$ cat config.mk
export PLATFORM = sky130hd
export DESIGN_NAME = uart_echo_fifo
export DESIGN_NICKNAME = d
export VERILOG_FILES = /design/src/rtl/uart_echo_fifo.sv
export SDC_FILE = /design/constraint.sdc
export NUM_CORES = 1
export LEC_CHECK = 0
export ABC_AREA = 1
export BUFFER_PORTS_ARGS = -buffer_cell sky130_fd_sc_hd__buf_2
export CELL_PAD_IN_SITES_DETAIL_PLACEMENT = 0
export CELL_PAD_IN_SITES_GLOBAL_PLACEMENT = 1
export CORE_MARGIN = 5
export CORE_UTILIZATION = 48
export DETAILED_ROUTE_END_ITERATION = 12
export GPL_TIMING_DRIVEN = 0
export PLACE_DENSITY_LB_ADDON = 0.1
export SETUP_SLACK_MARGIN = 0.3
export SYNTH_ARGS = -nofsm -noshare
export SYNTH_HDL_FRONTEND = slang
export SYNTH_SLANG_ARGS = --single-unit
$ cat constraint.sdc
create_clock -name clock -period 2.1 [get_ports clock]
set_input_delay 0.105 -clock clock [delete_from_list [all_inputs] [get_ports clock]]
set_output_delay 0.105 -clock clock [all_outputs]
set_load 0.02 [all_outputs]
$ cat src/rtl/uart_echo_fifo.sv
// uart_echo_fifo: serial loopback. Frames received on io_rx are buffered in a
// small FIFO and sent back out on io_tx without change.
// Ports:
//   clock          system clock, rising edge
//   reset          asynchronous active-low reset
//   io_rx          serial input (idles high, asynchronous to clock)
//   io_tx          serial echo output (idles high)
//   io_cts         clear-to-send, sampled only between transmitted frames
//   io_frame_err   sticky: a received stop bit sampled 0
//   io_parity_err  sticky: received parity did not match
//   io_overflow    sticky: a good byte arrived while the FIFO was full
//   io_count       current FIFO occupancy
module uart_echo_fifo #(
    parameter int unsigned CLKS_PER_BIT = 104,
    parameter int unsigned DATA_BITS    = 8,
    parameter int unsigned PARITY       = 0,
    parameter int unsigned STOP_BITS    = 1,
    parameter int unsigned DEPTH        = 4
) (
    input  logic                       clock,
    input  logic                       reset,
    input  logic                       io_rx,
    output logic                       io_tx,
    input  logic                       io_cts,
    output logic                       io_frame_err,
    output logic                       io_parity_err,
    output logic                       io_overflow,
    output logic [$clog2(DEPTH+1)-1:0] io_count
);

    localparam int unsigned AW = $clog2(DEPTH);
    localparam int unsigned PW = AW + 1;
    localparam int unsigned CW = $clog2(DEPTH + 1);
    localparam int unsigned BW = $clog2(STOP_BITS * CLKS_PER_BIT + 1);
    localparam int unsigned IW = $clog2(DATA_BITS + 1);

    localparam logic [BW-1:0] HALF_BIT  = BW'(CLKS_PER_BIT / 2);
    localparam logic [BW-1:0] BIT_LAST  = BW'(CLKS_PER_BIT - 1);
    // The IDLE cycle before the next start bit supplies the last stop cycle.
    localparam logic [BW-1:0] STOP_LAST = BW'(STOP_BITS * CLKS_PER_BIT - 2);
    localparam logic [IW-1:0] IDX_LAST  = IW'(DATA_BITS - 1);
    localparam logic          PAR_ODD   = 1'(PARITY == 1);

    typedef enum logic [2:0] {
        RX_WAIT_IDLE,
        RX_IDLE,
        RX_START,
        RX_DATA,
        RX_PARITY,
        RX_STOP
    } rx_state_t;

    typedef enum logic [2:0] {
        TX_IDLE,
        TX_START,
        TX_DATA,
        TX_PARITY,
        TX_STOP
    } tx_state_t;

    // ------------------------------------------------------------------
    // Input synchroniser
    // ------------------------------------------------------------------
    logic rx_meta;
    logic rx_sync;

    always_ff @(posedge clock or negedge reset) begin
        if (!reset) begin
            rx_meta <= 1'b1;
            rx_sync <= 1'b1;
        end else begin
            rx_meta <= io_rx;
            rx_sync <= rx_meta;
        end
    end

    // ------------------------------------------------------------------
    // Receiver
    // ------------------------------------------------------------------
    rx_state_t            rx_state;
    logic [BW-1:0]        rx_baud;
    logic [IW-1:0]        rx_idx;
    logic [DATA_BITS-1:0] rx_shift;
    logic                 rx_pbit;
    logic                 rx_tick_c;
    logic                 par_bad_c;
    logic                 push_c;

    assign rx_tick_c = (rx_baud == '0);
    assign par_bad_c = (PARITY != 0) && (((^rx_shift) ^ rx_pbit) != PAR_ODD);
    // A good byte is written on the edge that ends the stop-sample cycle.
    assign push_c    = (rx_state == RX_STOP) && rx_tick_c && rx_sync && !par_bad_c;

    always_ff @(posedge clock or negedge reset) begin
        if (!reset) begin
            rx_state      <= RX_WAIT_IDLE;
            rx_baud       <= '0;
            rx_idx        <= '0;
            rx_shift      <= '0;
            rx_pbit       <= 1'b0;
            io_frame_err  <= 1'b0;
            io_parity_err <= 1'b0;
        end else begin
            case (rx_state)
                // Skip any frame already on the line when reset released.
                RX_WAIT_IDLE: begin
                    if (rx_sync) rx_state <= RX_IDLE;
                end
                RX_IDLE: begin
                    if (!rx_sync) begin
                        rx_state <= RX_START;
                        rx_baud  <= HALF_BIT;
                    end
                end
                RX_START: begin
                    if (rx_tick_c) begin
                        if (rx_sync) begin
                            rx_state <= RX_IDLE;
                        end else begin
                            rx_state <= RX_DATA;
                            rx_baud  <= BIT_LAST;
                            rx_idx   <= '0;
                        end
                    end else begin
                        rx_baud <= rx_baud - BW'(1);
                    end
                end
                RX_DATA: begin
                    if (rx_tick_c) begin
                        rx_shift <= {rx_sync, rx_shift[DATA_BITS-1:1]};
                        rx_baud  <= BIT_LAST;
                        if (rx_idx == IDX_LAST) begin
                            rx_state <= (PARITY != 0) ? RX_PARITY : RX_STOP;
                        end else begin
                            rx_idx <= rx_idx + IW'(1);
                        end
                    end else begin
                        rx_baud <= rx_baud - BW'(1);
                    end
                end
                RX_PARITY: begin
                    if (rx_tick_c) begin
                        rx_pbit  <= rx_sync;
                        rx_baud  <= BIT_LAST;
                        rx_state <= RX_STOP;
                    end else begin
                        rx_baud <= rx_baud - BW'(1);
                    end
                end
                RX_STOP: begin
                    if (rx_tick_c) begin
                        if (par_bad_c) io_parity_err <= 1'b1;
                        if (!rx_sync) begin
                            io_frame_err <= 1'b1;
                            rx_state     <= RX_WAIT_IDLE;
                        end else begin
                            rx_state <= RX_IDLE;
                        end
                    end else begin
                        rx_baud <= rx_baud - BW'(1);
                    end
                end
                default: rx_state <= RX_WAIT_IDLE;
            endcase
        end
    end

    // ------------------------------------------------------------------
    // FIFO: pointers carry one wrap bit so full and empty are distinct
    // ------------------------------------------------------------------
    logic [DATA_BITS-1:0] mem [DEPTH];
    logic [PW-1:0]        wr_ptr;
    logic [PW-1:0]        rd_ptr;
    logic                 empty_c;
    logic                 full_c;
    logic                 pop_c;
    logic                 wr_en_c;
    tx_state_t            tx_state;

    assign empty_c = (wr_ptr == rd_ptr);
    assign full_c  = (wr_ptr[AW] != rd_ptr[AW]) && (wr_ptr[AW-1:0] == rd_ptr[AW-1:0]);
    assign pop_c   = (tx_state == TX_IDLE) && !empty_c && io_cts;
    // A simultaneous pop frees the slot, so a push into a full FIFO is kept.
    assign wr_en_c = push_c && (!full_c || pop_c);

    always_ff @(posedge clock) begin
        if (wr_en_c) mem[wr_ptr[AW-1:0]] <= rx_shift;
    end

    always_ff @(posedge clock or negedge reset) begin
        if (!reset) begin
            wr_ptr      <= '0;
            rd_ptr      <= '0;
            io_count    <= '0;
            io_overflow <= 1'b0;
        end else begin
            if (wr_en_c) wr_ptr <= wr_ptr + PW'(1);
            if (pop_c) rd_ptr <= rd_ptr + PW'(1);
            if (push_c && !wr_en_c) io_overflow <= 1'b1;
            case ({wr_en_c, pop_c})
                2'b10:   io_count <= io_count + CW'(1);
                2'b01:   io_count <= io_count - CW'(1);
                default: io_count <= io_count;
            endcase
        end
    end

    // ------------------------------------------------------------------
    // Transmitter
    // ------------------------------------------------------------------
    logic [BW-1:0]        tx_baud;
    logic [IW-1:0]        tx_idx;
    logic [DATA_BITS-1:0] tx_shift;
    logic                 tx_pbit;
    logic                 tx_tick_c;

    assign tx_tick_c = (tx_baud == '0);

    always_ff @(posedge clock or negedge reset) begin
        if (!reset) begin
            tx_state <= TX_IDLE;
            tx_baud  <= '0;
            tx_idx   <= '0;
            tx_shift <= '0;
            tx_pbit  <= 1'b0;
            io_tx    <= 1'b1;
        end else begin
            case (tx_state)
                TX_IDLE: begin
                    io_tx <= 1'b1;
                    if (pop_c) begin
                        tx_state <= TX_START;
                        io_tx    <= 1'b0;
                        tx_shift <= mem[rd_ptr[AW-1:0]];
                        tx_pbit  <= (^mem[rd_ptr[AW-1:0]]) ^ PAR_ODD;
                        tx_baud  <= BIT_LAST;
                    end
                end
                TX_START: begin
                    if (tx_tick_c) begin
                        tx_state <= TX_DATA;
                        io_tx    <= tx_shift[0];
                        tx_idx   <= '0;
                        tx_baud  <= BIT_LAST;
                    end else begin
                        tx_baud <= tx_baud - BW'(1);
                    end
                end
                TX_DATA: begin
                    if (tx_tick_c) begin
                        if (tx_idx == IDX_LAST) begin
                            if (PARITY != 0) begin
                                tx_state <= TX_PARITY;
                                io_tx    <= tx_pbit;
                                tx_baud  <= BIT_LAST;
                            end else begin
                                tx_state <= TX_STOP;
                                io_tx    <= 1'b1;
                                tx_baud  <= STOP_LAST;
                            end
                        end else begin
                            tx_idx   <= tx_idx + IW'(1);
                            tx_shift <= tx_shift >> 1;
                            io_tx    <= tx_shift[1];
                            tx_baud  <= BIT_LAST;
                        end
                    end else begin
                        tx_baud <= tx_baud - BW'(1);
                    end
                end
                TX_PARITY: begin
                    if (tx_tick_c) begin
                        tx_state <= TX_STOP;
                        io_tx    <= 1'b1;
                        tx_baud  <= STOP_LAST;
                    end else begin
                        tx_baud <= tx_baud - BW'(1);
                    end
                end
                TX_STOP: begin
                    io_tx <= 1'b1;
                    if (tx_tick_c) begin
                        tx_state <= TX_IDLE;
                    end else begin
                        tx_baud <= tx_baud - BW'(1);
                    end
                end
                default: begin
                    tx_state <= TX_IDLE;
                    io_tx    <= 1'b1;
                end
            endcase
        end
    end

endmodule

; ---- Word level (Yosys, flattened, before mapping)
; Memories as Yosys holds them, arrays and structs flattened.
; Cells that the tools add are included.
; Widths: inputs -> output; s select.
[totals]
regBits = 58
mem_bits_rw = 32
output_inout_bits = 7
mem_count = 1
[op_classes]
add_sub_neg = 8
eq_ne = 35
muxes = 52
n_bitwise = 1
n_reduce_logical = 32
[memory_table]
columns = name, depth, word_bits, read_ports, rd_ports_with_merged_regs, write_ports, line
row1 = mem, 4, 8, 1, 0, 1, 171  ; logic [DATA_BITS-1:0] mem [DEPTH];
[op_table]
columns = cell, n
row1 = $mux 7, 10
row2 = $mux 3, 13
row3 = $ne 2x2->1 const B, 18
row4 = $pmux 7 s5, 1
row5 = $mux 4, 7
row6 = $pmux 7 s4, 1
row7 = $mux 8, 3
row8 = $pmux 3 s6, 1
row9 = $pmux 4 s2, 2
row10 = $pmux 8 s2, 1
row11 = $pmux 3 s5, 1
row12 = $logic_not 7->1, 2
row13 = $sub 7x1->7 const B, 2
row14 = $eq 3x2->1 const B, 4
row15 = $reduce_and 4->1, 3
row16 = $add 3x1->3 const B, 3
row17 = $eq 3x3->1 const B, 3
row18 = $mux 1, 9
row19 = $reduce_and 3->1, 3
row20 = $add 4x1->4 const B, 2
row21 = $eq 4x3->1 const B, 2
row22 = $reduce_bool 2->1, 4
row23 = $logic_and 1x1->1, 7
row24 = $reduce_and 7->1, 1
row25 = 21 further kinds, 25

; ---- Longest topological paths before layout
[depth]
word_depth = 8
ltp_mapped = 12

; ---- Worst setup path after synthesis
; No wires, ideal clock.
[synth_timing]
path_type = reg2reg
startpoint = reg rx_baud[0]
endpoint = mem mem[0][0], enable pin
setup_time_ns = 0.371
arrival_ns = 1.564
required_time_ns = 1.729
setup_slack_ns = 0.165
stages_incl_launch_ff = 9
period_less_slack_ns = 1.935
cell_sequence = dfrtp_1 inv_1 ha_1 nand2_1 nor2_1 nand2_1 nor2_1 nand2_2 nor2_1
[synth_between]
elab_chain_len = 6
[synth_lines]
columns = item, line
row1 = from (decl), 81  ; logic [BW-1:0] rx_baud;
row2 = from (signal assigned), 125  ; rx_baud <= rx_baud - BW'(1);
row3 = from (signal assigned), 138  ; rx_baud <= rx_baud - BW'(1);
row4 = from (signal assigned), 147  ; rx_baud <= rx_baud - BW'(1);
row5 = $logic_not 7->1, 89  ; assign rx_tick_c = (rx_baud == '0);
row6 = $logic_and 1x1->1 (2 in series), 92  ; assign push_c = (rx_state == RX_STOP) && rx_tick_c && rx_sync && !par_bad_c;
row7 = $logic_and 1x1->1, 184  ; assign wr_en_c = push_c && (!full_c || pop_c);
row8 = $mux 1, 187  ; if (wr_en_c) mem[wr_ptr[AW-1:0]] <= rx_shift;
row9 = $mux 1 (implied by the code), 187
row10 = to (decl), 171
; No other way between the ends.

; ---- Worst setup path in the final report
[layout_timing]
startpoint = reg tx_state[1]
endpoint = mem mem[0][7], enable pin
[layout_between]
elab_chain_len = 7
[layout_lines]
columns = item, line
row1 = from (decl), 178  ; tx_state_t tx_state;
row2 = from (signal assigned), 221  ; tx_state <= TX_IDLE;
row3 = from (signal assigned), 232  ; tx_state <= TX_START;
row4 = from (signal assigned), 241  ; tx_state <= TX_DATA;
row5 = $logic_not 3->1, 182  ; assign pop_c = (tx_state == TX_IDLE) && !empty_c && io_cts;
row6 = $logic_and 1x1->1 (2 in series), 182
row7 = $logic_or 1x1->1, 184
row8 = $logic_and 1x1->1, 184
row9 = $mux 1, 187
row10 = $mux 1 (implied by the code), 187
; No other way between the ends.

==> summary.md <==
| Metric | Value |
|---|---|
| Drt first pass iters | `4` |
| RR Endpoint | `mem[0][7]` |
| Finished layout cell area | `0.005319 mm²` |
| CORE AREA | `0.009196 mm²` |
| Tmin final | `1.757 ns` |
| Crit-path max cell delay | `0.45 ns` |
| Worst r2r src | `tx_state[1]` |
| CTS tree | `yes` |
| Post-layout util | `57.84%` |
| Synthesized area per cell | `8.802 µm²` |
| CP startpoint kind | `flop` |
| Critical path arrival | `1.80 ns` |
| Peak VDD IR | `0.0005892 V` |
| Most frequent cell after synthesis | `nand2_1` |
| Top cell type's share of synthesized area | `30.48%` |
| Critical-path cell list | `nor2_4 > nand2_2 > nor2_4 > nor2_1 > nand2_1 > nand2_4 > nor2_4` |
| CP required | `2.15 ns` |
| Post-synth ARST share | `64.44%` |
| Total number of vias | `3408` |
| Slew @ Worst Pin | `0.5346 ns` |
| Synth cell types | `38` |
| Clk_lat worst skew | `0.36 ns` |
| Initial Utilization | `49.10%` |
| Antenna Violating Nets Remaining | `0` |
| Area growth syn-to-layout | `17.79%` |
| Netlist Area Pre-Place | `0.004516 mm²` |
| Grt ovf | `0` |
| Total power | `6415 µW` |
| #FFs+latches synth | `90` |
| Sequential area share after synthesis | `53.51%` |
| Worst path bufs/invs | `0` |
| Die Ht | `107.0 µm` |
| Min-Delay Path Class | `in -> async` |
| 1st-iter DRT viols | `154` |
| Status | `finished, final reports clean` |
| Gp weighted congestion | `0.7759` |
| CP max FO | `8` |
| Pin count of the biggest net entering global routing | `38` |
| Global-route wire length before repair | `14.55 mm` |
| Max Cap Viol | `0` |
| Max-slew violations | `0` |
| WL/cell | `12.94 µm` |
| Clock Pin Slew Worst Setup and Hold Paths | `0.10 ns` |
| Leak | `0.002420 µW` |
| Final setup viols | `0` |
| Port Buffers | `9` |
| Yosys synthesis warning count | `0` |
| Crit end category | `flop` |
| Mapped Nets | `527` |
| Top Family by Delay on Critical Path | `simple AND/OR/NAND/NOR gates` |
| DP HPWL | `6.045 mm` |
| Worst reg2reg path depth | `7` |
| Clk root buf | `clkbuf_8` |
| Total power per unit cell area | `1206 mW/mm²` |
| Via density | `5.012` |
| Die width | `107.0 µm` |
| Period utilization | `83.68%` |
| Post-route DRC | `0` |
| Synth top cells by count | `nand2_1, nor2_1, inv_1, dfrtp_1, o21ai_0` |
| Fin. Hold Viols | `0` |
| DRT Wirelength | `8.801 mm` |
| Most used flip-flop cell after synthesis | `dfrtp_1` |
| Initial antenna violation count | `0` |
| # diodes | `0` |
| Clock buffer depth | `2` |
| Total track usage | `16.01%` |
| TritonCTS Buffers | `9` |
| DP Area | `0.004720 mm²` |
| FMAX | `0.5691 GHz` |
| CP max-delay cell | `dfrtp_2` |
| Share of layout cells above drive strength 1 | `23.02%` |
| Unrepaired setup endpoints after global routing | `yes` |
| I/O pins | `11` |
| H-tree levels | `3` |
| Max transition margin | `64.36%` |
| Synth area leader | `dfrtp_1` |
| Die Footprint | `0.01145 mm²` |
| CTS Sinks | `90` |
| Fin nets | `578` |
| Post-Syn Instances | `513` |
| Worst setup path category | `reg -> reg` |
| Worst Clk Skew | `0.01328 ns` |
| Most frequent CP cell | `nor2_4` |
| Row Count | `35` |
| Number of flops mapped to enable cells by yosys | `32` |
| Top cells by area, synth | `dfrtp_1, edfxtp_1, nand2_1, o21ai_0, nor2_1` |
| Setup slack, reg-to-reg | `0.34 ns` |
| Vias in the first global route | `3218` |
==> area by class of cell <==
type,count,area [µm²]
Fill cell,855,3877
Sequential cell,90,2422
Multi-Input combinational cell,351,1954
Timing Repair Buffer,40,307.8
Inverter,63,246.5
Tap cell,111,138.9
Clock buffer,10,127.6
Buffer,9,71.32
Clock inverter,6,50.05
==> through the flow <==
stage	hold slack (ns)	setup TNS (ns)	std cells	setup slack (ns)
final	0.2435	0	680	0.3428
after global routing	0.2762	0	680	0.2438
after CTS	0.1970	0	662	0.3008
after detailed placement	0.1173	-7.948	634	-0.2835
after global placement	0.2112	-7.253	633	-0.2730
after floorplan	-0.1906	0	513	0.1651
==> layer usage <==
layer	vias up	GRT usage, %	part of all wire, %
met3	8	2.589	2.8
li1	1787	-	-
met4	0	5.845	1.4
met5	-	0	0
met1	1584	19.27	44
met2	29	28.82	52
==> state kept, by name, indices dropped and copies added, names as in the netlist, 4 cells and up <==
register and flops:
rx_baud 7, rx_idx 4, mem 32, tx_shift 8
tx_idx 4, tx_baud 7, rx_shift 8
==> cell families after synthesis <==
group,share of synthesized area (%)
flip-flops,53.51
adder cells (fa/ha/maj),2.937
XOR/XNOR,1.940
buffers and inverters,6.816
AO/OA/AOI/OAI,10.09
AND/OR/NAND/NOR,23.05
other,0.08305
multiplexers,1.579
==> worst max path at each step <==
stage                             end   startpoint  cells after the start
after global routing        mem[0][0]  tx_state[1]                      7
after CTS                 io_count[1]    rd_ptr[1]                      9
after floorplan             mem[0][0]   rx_baud[0]                      8
after detailed placement    mem[1][6]   rx_baud[0]                      8
after global placement      mem[0][6]   rx_baud[0]                      8
final                       mem[0][7]  tx_state[1]                      7
==> power by group <==
group          switching (µW)  leakage, µW  total, µW  internal [µW]
clock                     639    0.0000892       1090            447
combinational            1720      0.00130       2840           1120
sequential                304      0.00103       2490           2190
total                    2660      0.00242       6410           3750
==> worst reg2reg max path: stages, from the launching register on <==
cell     delay, ns
dfrtp_2       0.45
nor2_4        0.15
nand2_2       0.09
nor2_4        0.17
nor2_1        0.06
nand2_1       0.13
nand2_4       0.12
nor2_4        0.27
==> cells in the final DEF, fill, tap and decap left out, types with 5 or more instances in the layout <==
cell type / instances
o21ai_2: 6
nand2_2: 12
nor2_1: 56
xor2_1: 9
inv_2: 11
inv_1: 49
nor2_4: 10
nand2_4: 6
nand3_1: 21
mux2i_1: 6
dfrtp_2: 5
clkbuf_8: 9
o21ai_1: 10
nor3_1: 6
nand2_1: 112
o21ai_0: 47
dfrtp_1: 50
a21oi_1: 12
ha_1: 6
buf_2: 10
edfxtp_1: 32
nand4_1: 8
buf_4: 28
==> what timing repair did <==
item / in CTS / in global routing
resized for setup: 24 / 35
setup endpoints to repair: 48 / 56
buffers inserted: 10 / 18
pin swaps: 9 / 18
hold endpoints to repair: 20 / 0
hold buffers: 2 / 0
(Power assumes the default switching activity.)
